File: config.mk
export PLATFORM = sky130hd
export DESIGN_NAME = fifo_ptr_ctrl
export DESIGN_NICKNAME = d
export VERILOG_FILES = /design/src/rtl/fifo_pkg.sv /design/src/rtl/fifo_ptr_cnt.sv /design/src/rtl/fifo_ptr_ctrl.sv
export SDC_FILE = /design/constraint.sdc
export NUM_CORES = 1
export LEC_CHECK = 0
export CAP_MARGIN = 30
export CORE_AREA = 2 2 44 46
export CTS_BUF_LIST = sky130_fd_sc_hd__clkbuf_4 sky130_fd_sc_hd__clkbuf_8
export DETAILED_ROUTE_END_ITERATION = 10
export DIE_AREA = 0 0 46 48
export PLACE_DENSITY = 0.82
export SLEW_MARGIN = 20
export SYNTH_ARGS = -nofsm -noshare
export SYNTH_HDL_FRONTEND = slang
export SYNTH_HIERARCHICAL = 1
export SYNTH_SLANG_ARGS = --single-unit
File: constraint.sdc
create_clock -name clk -period 4.77 [get_ports clk]
set_input_delay 0.954 -clock clk [delete_from_list [all_inputs] [get_ports clk]]
set_output_delay 0.954 -clock clk [all_outputs]
set_load 0.01 [all_outputs]
File: src/rtl/fifo_pkg.sv
// ============================================================================
// Module      : fifo_pkg
// Description : Shared pointer-width helper, full/empty decodes and the
//               threshold legality check for the synchronous FIFO.
// Revision    : 1.0 - initial release
// ============================================================================
`default_nettype none

package fifo_pkg;

    // Widest pointer the decode helpers accept (ADDR_W up to 16).
    localparam int c_MAX_PTR_W = 17;

    typedef logic [c_MAX_PTR_W-1:0] max_ptr_t;

    function automatic int ptr_width(input int addr_w);
        return addr_w + 1;
    endfunction

    function automatic logic ptr_empty(input max_ptr_t wp, input max_ptr_t rp);
        return wp == rp;
    endfunction

    // Full when the wrap bits differ and all address bits match.
    function automatic logic ptr_full(input max_ptr_t wp, input max_ptr_t rp,
                                      input int addr_w);
        logic r;
        r = 1'b1;
        for (int i = 0; i < c_MAX_PTR_W; i++) begin
            if (i < addr_w)
                r = r & (wp[i] == rp[i]);
            else if (i == addr_w)
                r = r & (wp[i] != rp[i]);
        end
        return r;
    endfunction

    function automatic bit thresholds_legal(input int addr_w, input int aempty_th,
                                            input int afull_th);
        return (aempty_th < afull_th) && (afull_th <= (2 ** addr_w)) &&
               (ptr_width(addr_w) <= c_MAX_PTR_W);
    endfunction

endpackage

`default_nettype wire

File: src/rtl/fifo_ptr_cnt.sv
// ============================================================================
// Module      : fifo_ptr_cnt
// Description : One wrap-bit FIFO pointer with synchronous clear, increment
//               and synchronous active-low reset.
// Revision    : 1.0 - initial release
// ============================================================================
`default_nettype none

module fifo_ptr_cnt #(
    parameter int PTR_W = 5
) (
    input  logic             clk,
    input  logic             rst_n,
    input  logic             clr,
    input  logic             inc,
    output logic [PTR_W-1:0] ptr
);

    logic [PTR_W-1:0] r_ptr;

    always_ff @(posedge clk) begin
        if (!rst_n || clr)
            r_ptr <= '0;
        else if (inc)
            r_ptr <= r_ptr + PTR_W'(1);
    end

    assign ptr = r_ptr;

endmodule

`default_nettype wire

File: src/rtl/fifo_ptr_ctrl.sv
// ============================================================================
// Module      : fifo_ptr_ctrl
// Description : Write/read pointer and status controller for the synchronous
//               FIFO. Define FIFO_PTR_CTRL_ERR_EN to build sticky
//               overflow/underflow error flags.
// Revision    : 1.0 - initial release
// ============================================================================
`default_nettype none

module fifo_ptr_ctrl
    import fifo_pkg::*;
#(
    parameter int ADDR_W    = 4,
    parameter int AFULL_TH  = 2 ** ADDR_W - 2,
    parameter int AEMPTY_TH = 2
) (
    input  logic              clk,
    input  logic              rst_n,
    input  logic              clr,
    input  logic              wr,
    input  logic              rd,
    output logic              fifo_wr,
    output logic              fifo_rd,
    output logic [ADDR_W-1:0] waddr,
    output logic [ADDR_W-1:0] raddr,
    output logic              full,
    output logic              empty,
    output logic              afull,
    output logic              aempty,
    output logic [ADDR_W:0]   count,
    output logic              overflow,
    output logic              underflow
);

    localparam int c_PTR_W = ptr_width(ADDR_W);
    localparam bit c_TH_OK = thresholds_legal(ADDR_W, AEMPTY_TH, AFULL_TH);
    localparam logic [c_PTR_W-1:0] c_AFULL  = c_PTR_W'(AFULL_TH);
    localparam logic [c_PTR_W-1:0] c_AEMPTY = c_PTR_W'(AEMPTY_TH);

    if (!c_TH_OK) begin : g_bad_params
        $error("fifo_ptr_ctrl: need AEMPTY_TH < AFULL_TH <= 2**ADDR_W");
    end

    logic [c_PTR_W-1:0] w_wptr;
    logic [c_PTR_W-1:0] w_rptr;
    logic [c_PTR_W-1:0] w_count;
    logic               w_full;
    logic               w_empty;
    logic               w_active;

    assign w_full   = ptr_full(max_ptr_t'(w_wptr), max_ptr_t'(w_rptr), ADDR_W);
    assign w_empty  = ptr_empty(max_ptr_t'(w_wptr), max_ptr_t'(w_rptr));
    assign w_count  = w_wptr - w_rptr;
    assign w_active = rst_n & ~clr;

    // Qualification uses only this cycle's flags, so a full FIFO still
    // accepts a read and an empty one still accepts a write.
    assign fifo_wr = w_active & wr & ~w_full;
    assign fifo_rd = w_active & rd & ~w_empty;

    fifo_ptr_cnt #(.PTR_W(c_PTR_W)) u_wptr (
        .clk   (clk),
        .rst_n (rst_n),
        .clr   (clr),
        .inc   (fifo_wr),
        .ptr   (w_wptr)
    );

    fifo_ptr_cnt #(.PTR_W(c_PTR_W)) u_rptr (
        .clk   (clk),
        .rst_n (rst_n),
        .clr   (clr),
        .inc   (fifo_rd),
        .ptr   (w_rptr)
    );

    assign waddr  = w_wptr[ADDR_W-1:0];
    assign raddr  = w_rptr[ADDR_W-1:0];
    assign full   = w_full;
    assign empty  = w_empty;
    assign count  = w_count;
    assign afull  = (w_count >= c_AFULL);
    assign aempty = (w_count <= c_AEMPTY);

`ifdef FIFO_PTR_CTRL_ERR_EN
    logic r_overflow;
    logic r_underflow;

    always_ff @(posedge clk) begin
        if (!rst_n || clr) begin
            r_overflow  <= 1'b0;
            r_underflow <= 1'b0;
        end else begin
            if (wr && w_full)
                r_overflow <= 1'b1;
            if (rd && w_empty)
                r_underflow <= 1'b1;
        end
    end

    assign overflow  = r_overflow;
    assign underflow = r_underflow;
`else
    assign overflow  = 1'b0;
    assign underflow = 1'b0;
`endif

endmodule

`default_nettype wire
## Yosys cells after proc, flatten, opt, wreduce, memory -nomap -nowiden

Cells that the tools add are included.

- Latch bits: 0
- Memories: 0
- Bits in registers: 10
- Word-level logic and storage cells: 27
- RAM bits: 0
- Memory bits (read-only): 0

- Add/subtract/negate cells: 3
- $lt $le $gt $ge: 2
- Multipliers: 0
- Div/mod/pow operators: 0
- Shift operators: 0
- Bitwise operators: 12
- Equal/unequal tests: 6
- Mux-type cells: 0
- Reduce and logical (&&, ||, !) cells: 2

Operators with widths:

| operator | number |
|---|---|
| $add 5x1->5 const B | 2 |
| $and 1x1->1 | 9 |
| $eq 5x5->1 | 1 |
| $ge 5x4->1 const B | 1 |
| $le 5x2->1 const B | 1 |
| $sub 5x5->5 | 1 |
| $eq 1x1->1 | 4 |
| $not 1->1 | 3 |
| $logic_not 1->1 | 1 |
| $logic_or 1x1->1 | 1 |
| $ne 1x1->1 | 1 |

## Logic depth before layout (Yosys ltp)

- Word-level depth: 7
- Depth in mapped cells: 8
- Mapped depth without buffers: 7

## Hierarchy

Netlist, hierarchy kept.

Modules (own cells, without submodules):

| module | area each (sq um) | sequential area each (sq um) | cells an instance | instances |
|---|---|---|---|---|
| fifo_ptr_cnt | 239.0 | 100.1 | 23 | 2 |
| fifo_ptr_ctrl | 274.0 | 0.0 | 35 | 1 |

## Least setup slack after synthesis

Ideal clock, no wire load.

- Path type: register to output
- Start: register u_rptr.r_ptr[0], in the netlist u_rptr/ptr[0]
- End: output port afull
- Cell stages (with the launch flop): 7
- Path buffers: 0
- Required time: 3816 ps
- Slack: 2102 ps
- Arrival: 1714 ps
- Cells stage by stage: dfxtp_1 > ha_1 > inv_1 > fa_1 > xor2_1 > and2_1 > a32o_1

- Cells in the longest elaborated chain, start to end: 2

RTL lines:

| what | RTL line | source |
|---|---|---|
| from (decl) | fifo_ptr_cnt.sv:19 | `logic [PTR_W-1:0] r_ptr;` |
| from (signal assigned) | fifo_ptr_cnt.sv:25 | `r_ptr <= r_ptr + PTR_W'(1);` |
| $sub 5x5->5 | fifo_ptr_ctrl.sv:53 | `assign w_count = w_wptr - w_rptr;` |
| net count[2] | fifo_ptr_ctrl.sv:30 | `output logic [ADDR_W:0] count,` |
| $ge 5x4->1 | fifo_ptr_ctrl.sv:82 | `assign afull = (w_count >= c_AFULL);` |
| to (decl) | fifo_ptr_ctrl.sv:28 | `output logic afull,` |

The timed path passes the listed nets, and every way through them passes these cells.

## Worst setup path after layout

- Start: input port rst_n
- End: output port fifo_wr

- Cells in the longest elaborated chain, start to end: 3

RTL lines:

| what | RTL line | source |
|---|---|---|
| from (decl) | fifo_ptr_ctrl.sv:18 | `input logic rst_n,` |
| $and 1x1->1 | fifo_ptr_ctrl.sv:54 | `assign w_active = rst_n & ~clr;` |
| $and 1x1->1 (2 in a row) | fifo_ptr_ctrl.sv:58 | `assign fifo_wr = w_active & wr & ~w_full;` |
| to (decl) | fifo_ptr_ctrl.sv:22 | `output logic fifo_wr,` |

Every way passes these cells.

==> metrics.md <==
| Metric | Value |
|---|---|
| Initial Util | 0.445 |
| Clock Power Share | 0.360 |
| Buf+Inv Stages, Crit Path | 3 |
| Initial antenna violation count | 0 |
| Crit end category | output pin |
| Gr ovfl total | 0 |
| Nets@finish | 120 |
| Post-DP HPWL | 1280 um |
| Post-synthesis cell type count | 29 |
| Final hold vios | 0 |
| Fin crit period | 3.55 ns |
| Clk Latency, worst-skew pair | 0.26 ns |
| First-pass GRT wire length | 2710 um |
| Setup TNS | 0 ns |
| Power Dens Cells | 154 nW/um2 |
| Critical path fanouts, max | 12 |
| Cts hold-fix bufs | 0 |
| DIE HEIGHT | 48 um |
| CTS root buf | clkbuf_4 |
| Synth warn | 6 |
| Via count | 673 |
| Largest net degree at the start of global routing | 13 |
| CTS buffer count | 3 |
| Critical path required time | 3.82 ns |
| DIE AREA | 2210 um2 |
| Via count of the first global-routing pass | 648 |
| Gpl congestion | 0.829 |
| Status | finished, final reports clean |
| Max-cap violations | 0 |
| Critical-path cell list | clkdlybuf4s50_1 > nor4bb_1 > buf_4 > clkdlybuf4s50_1 |
| Clk sink count | 10 |
| Slowest stage delay, CP | 0.63 ns |
| DR pass1 iterations | 4 |
| Antenna diode count | 0 |
| Crit-path most repeated cell | clkdlybuf4s50_1 |
| Final setup viols | 0 |
| Multi-input gate area | 508 um2 |
| GRT Total Usage | 0.175 |
| Slew Limit Fails | 0 |
| Io pins | 26 |
| Antenna-violating nets left | 0 |
| Clk pin slew, worst setup/hold paths | 0.06 ns |
| Area delta synth->final | 35.6% |
| Combinational power share | 0.106 |
| Residual DRC | 0 |
| Crit Path Category | in2out |
| Worst Skew | 0.000473 ns |
| Register area | 200 um2 |
| Critical Path AT | 2.60 ns |
| Cell Area, Synth | 752 um2 |
| Buffers added on ports | 23 |
| Post-CTS Setup Bufs | 0 |
| Leakage Power | 0.438 nW |
| Number of vias per cell | 5.47 |
| Num rows | 15 |
| Hold Worst Slack | 0.521 ns |
| Mean Syn Cell Area | 9.28 um2 |
| P_sw | 0.0000352 W |
| RSZ-0062 raised after global routing | no |
| FMAX | 282 MHz |
| Critical path's top delay family | buffers and inverters |
| Synth Register Bits | 10 |
| Core ar. | 1690 um2 |
| Filler instances | 151 |
| Post_cts resized | 0 |
| Switch share | 0.224 |
| Routed WL | 1610 um |
| H-tree Lvls | 1 |
| Synthesized instance count | 81 |
| Clock Tree Buf Depth | 2 |
| Reg power frac | 0.534 |
| Peak VDD IR | 0.000110 V |
| Final period util | 0.744 |
| WL/cell | 13.1 um |
| P_int | 0.000122 W |
| First DRT Iteration DRCs | 15 |
| Worst setup SP type | input pin |
| Layout cells sized above 1 | 0.104 |
| Register area share after synthesis | 0.266 |
| CTS tree | yes |
| Slowest CP cell | clkdlybuf4s50_1 |
| Hold Crit Class | reg2reg |
| Die width | 46 um |
==> tightest hold or removal path: stages (launching register included) <==
cell and delay, ns:
dfxtp_1 0.33, nand3b_1 0.08, mux2i_1 0.06
==> through the flow <==
stage          cells  instance area (um2)   util  total power, W  setup WS (ns)
2_1_floorplan     82                  756      -       0.0000950           2.10
3_3_place_gp     120                  997  0.590        0.000102           1.26
3_5_place_dp     120                  997  0.590        0.000102           1.21
4_1_cts          123                 1020  0.604        0.000158           1.21
5_1_grt          123                 1020  0.604        0.000166           1.13
6_report         123                 1020  0.604        0.000157           1.22
==> placed cells by master (no fill, tap or decap), types with 4 or more instances in the layout <==
cell type and instances:
ha_1 6, clkdlybuf4s50_1 23, inv_1 6, or3b_1 4, nand4_1 5, mux2i_1 6
nor2_1 5, dfxtp_1 10, nand3b_1 6
==> synth_stat cells (all sizes together) <==
cell type  number  area share
xor2            2       0.023
conb            1      0.0050
a221oi          1       0.020
a21bo           2       0.027
and2            3       0.027
and3b           1       0.012
or3             1       0.015
a32o            1       0.013
nand3b          6       0.060
a21oi           3       0.020
nand4           5       0.042
or2b            2       0.020
inv             6       0.030
a21o            3       0.032
o21ai           1      0.0066
or3b            4       0.047
dfxtp          10        0.27
mux2i           6       0.080
nor4bb          2       0.027
buf             4       0.033
ha              6        0.10
nand3           2       0.013
nor2b           1      0.0083
nor2            5       0.025
fa              1       0.027
xnor2           2       0.023
==> worst paths after layout <==
check | start | end | slack [ns] | cells past startpoint
min | u_wptr/ptr[4] | u_wptr/ptr[4] | 0.52 | 2
max reg2reg | u_rptr/ptr[2] | u_wptr/ptr[1] | 2.87 | 8
max | rst_n | fifo_wr | 1.22 | 4
min reg2reg | u_wptr/ptr[4] | u_wptr/ptr[4] | 0.52 | 2
==> registers in the layout, summed over array words and instances, names as in the netlist <==
name        cells
u_rptr/ptr      5
u_wptr/ptr      5
==> power groups by stage <==
stage	sequential (W)	clock [W]	combinational [W]
2_1_floorplan	0.0000860	0	0.00000903
3_3_place_gp	0.0000860	0	0.0000161
3_5_place_dp	0.0000860	0	0.0000164
4_1_cts	0.0000840	0.0000577	0.0000165
5_1_grt	0.0000841	0.0000644	0.0000178
6_report	0.0000841	0.0000567	0.0000166
==> layer usage <==
metal | routed length (um) | vias to the layer above | track usage | share of wire
li1 | - | 337 | - | -
met4 | 19 | 0 | 0.103 | 0.012
met3 | 70 | 2 | 0.0453 | 0.044
met1 | 702 | 310 | 0.200 | 0.44
met5 | 0 | - | 0 | 0
met2 | 816 | 24 | 0.294 | 0.51
==> cells by family (layout without fill, tap and decap cells) <==
family	Yosys count	count (layout)	synth area share
buffers and inverters	10	34	0.0632
adders and majority gates	7	7	0.126
other	1	2	0.00499
muxes	6	6	0.0799
DFF	10	10	0.266
xor gates and xnor gates	4	4	0.0466
AOI/OAI and AO/OA	11	11	0.118
and+or+nand+nor	32	32	0.295
==> final cells by class <==
cell class / count / area share
clock buffer: 3 / 0.0221
sequential: 10 / 0.196
inverter: 6 / 0.0221
tap: 17 / 0.0209
multi-input combinational: 62 / 0.498
timing repair buffer: 25 / 0.240
No activity file was read; power rests on OpenSTA's default activity.
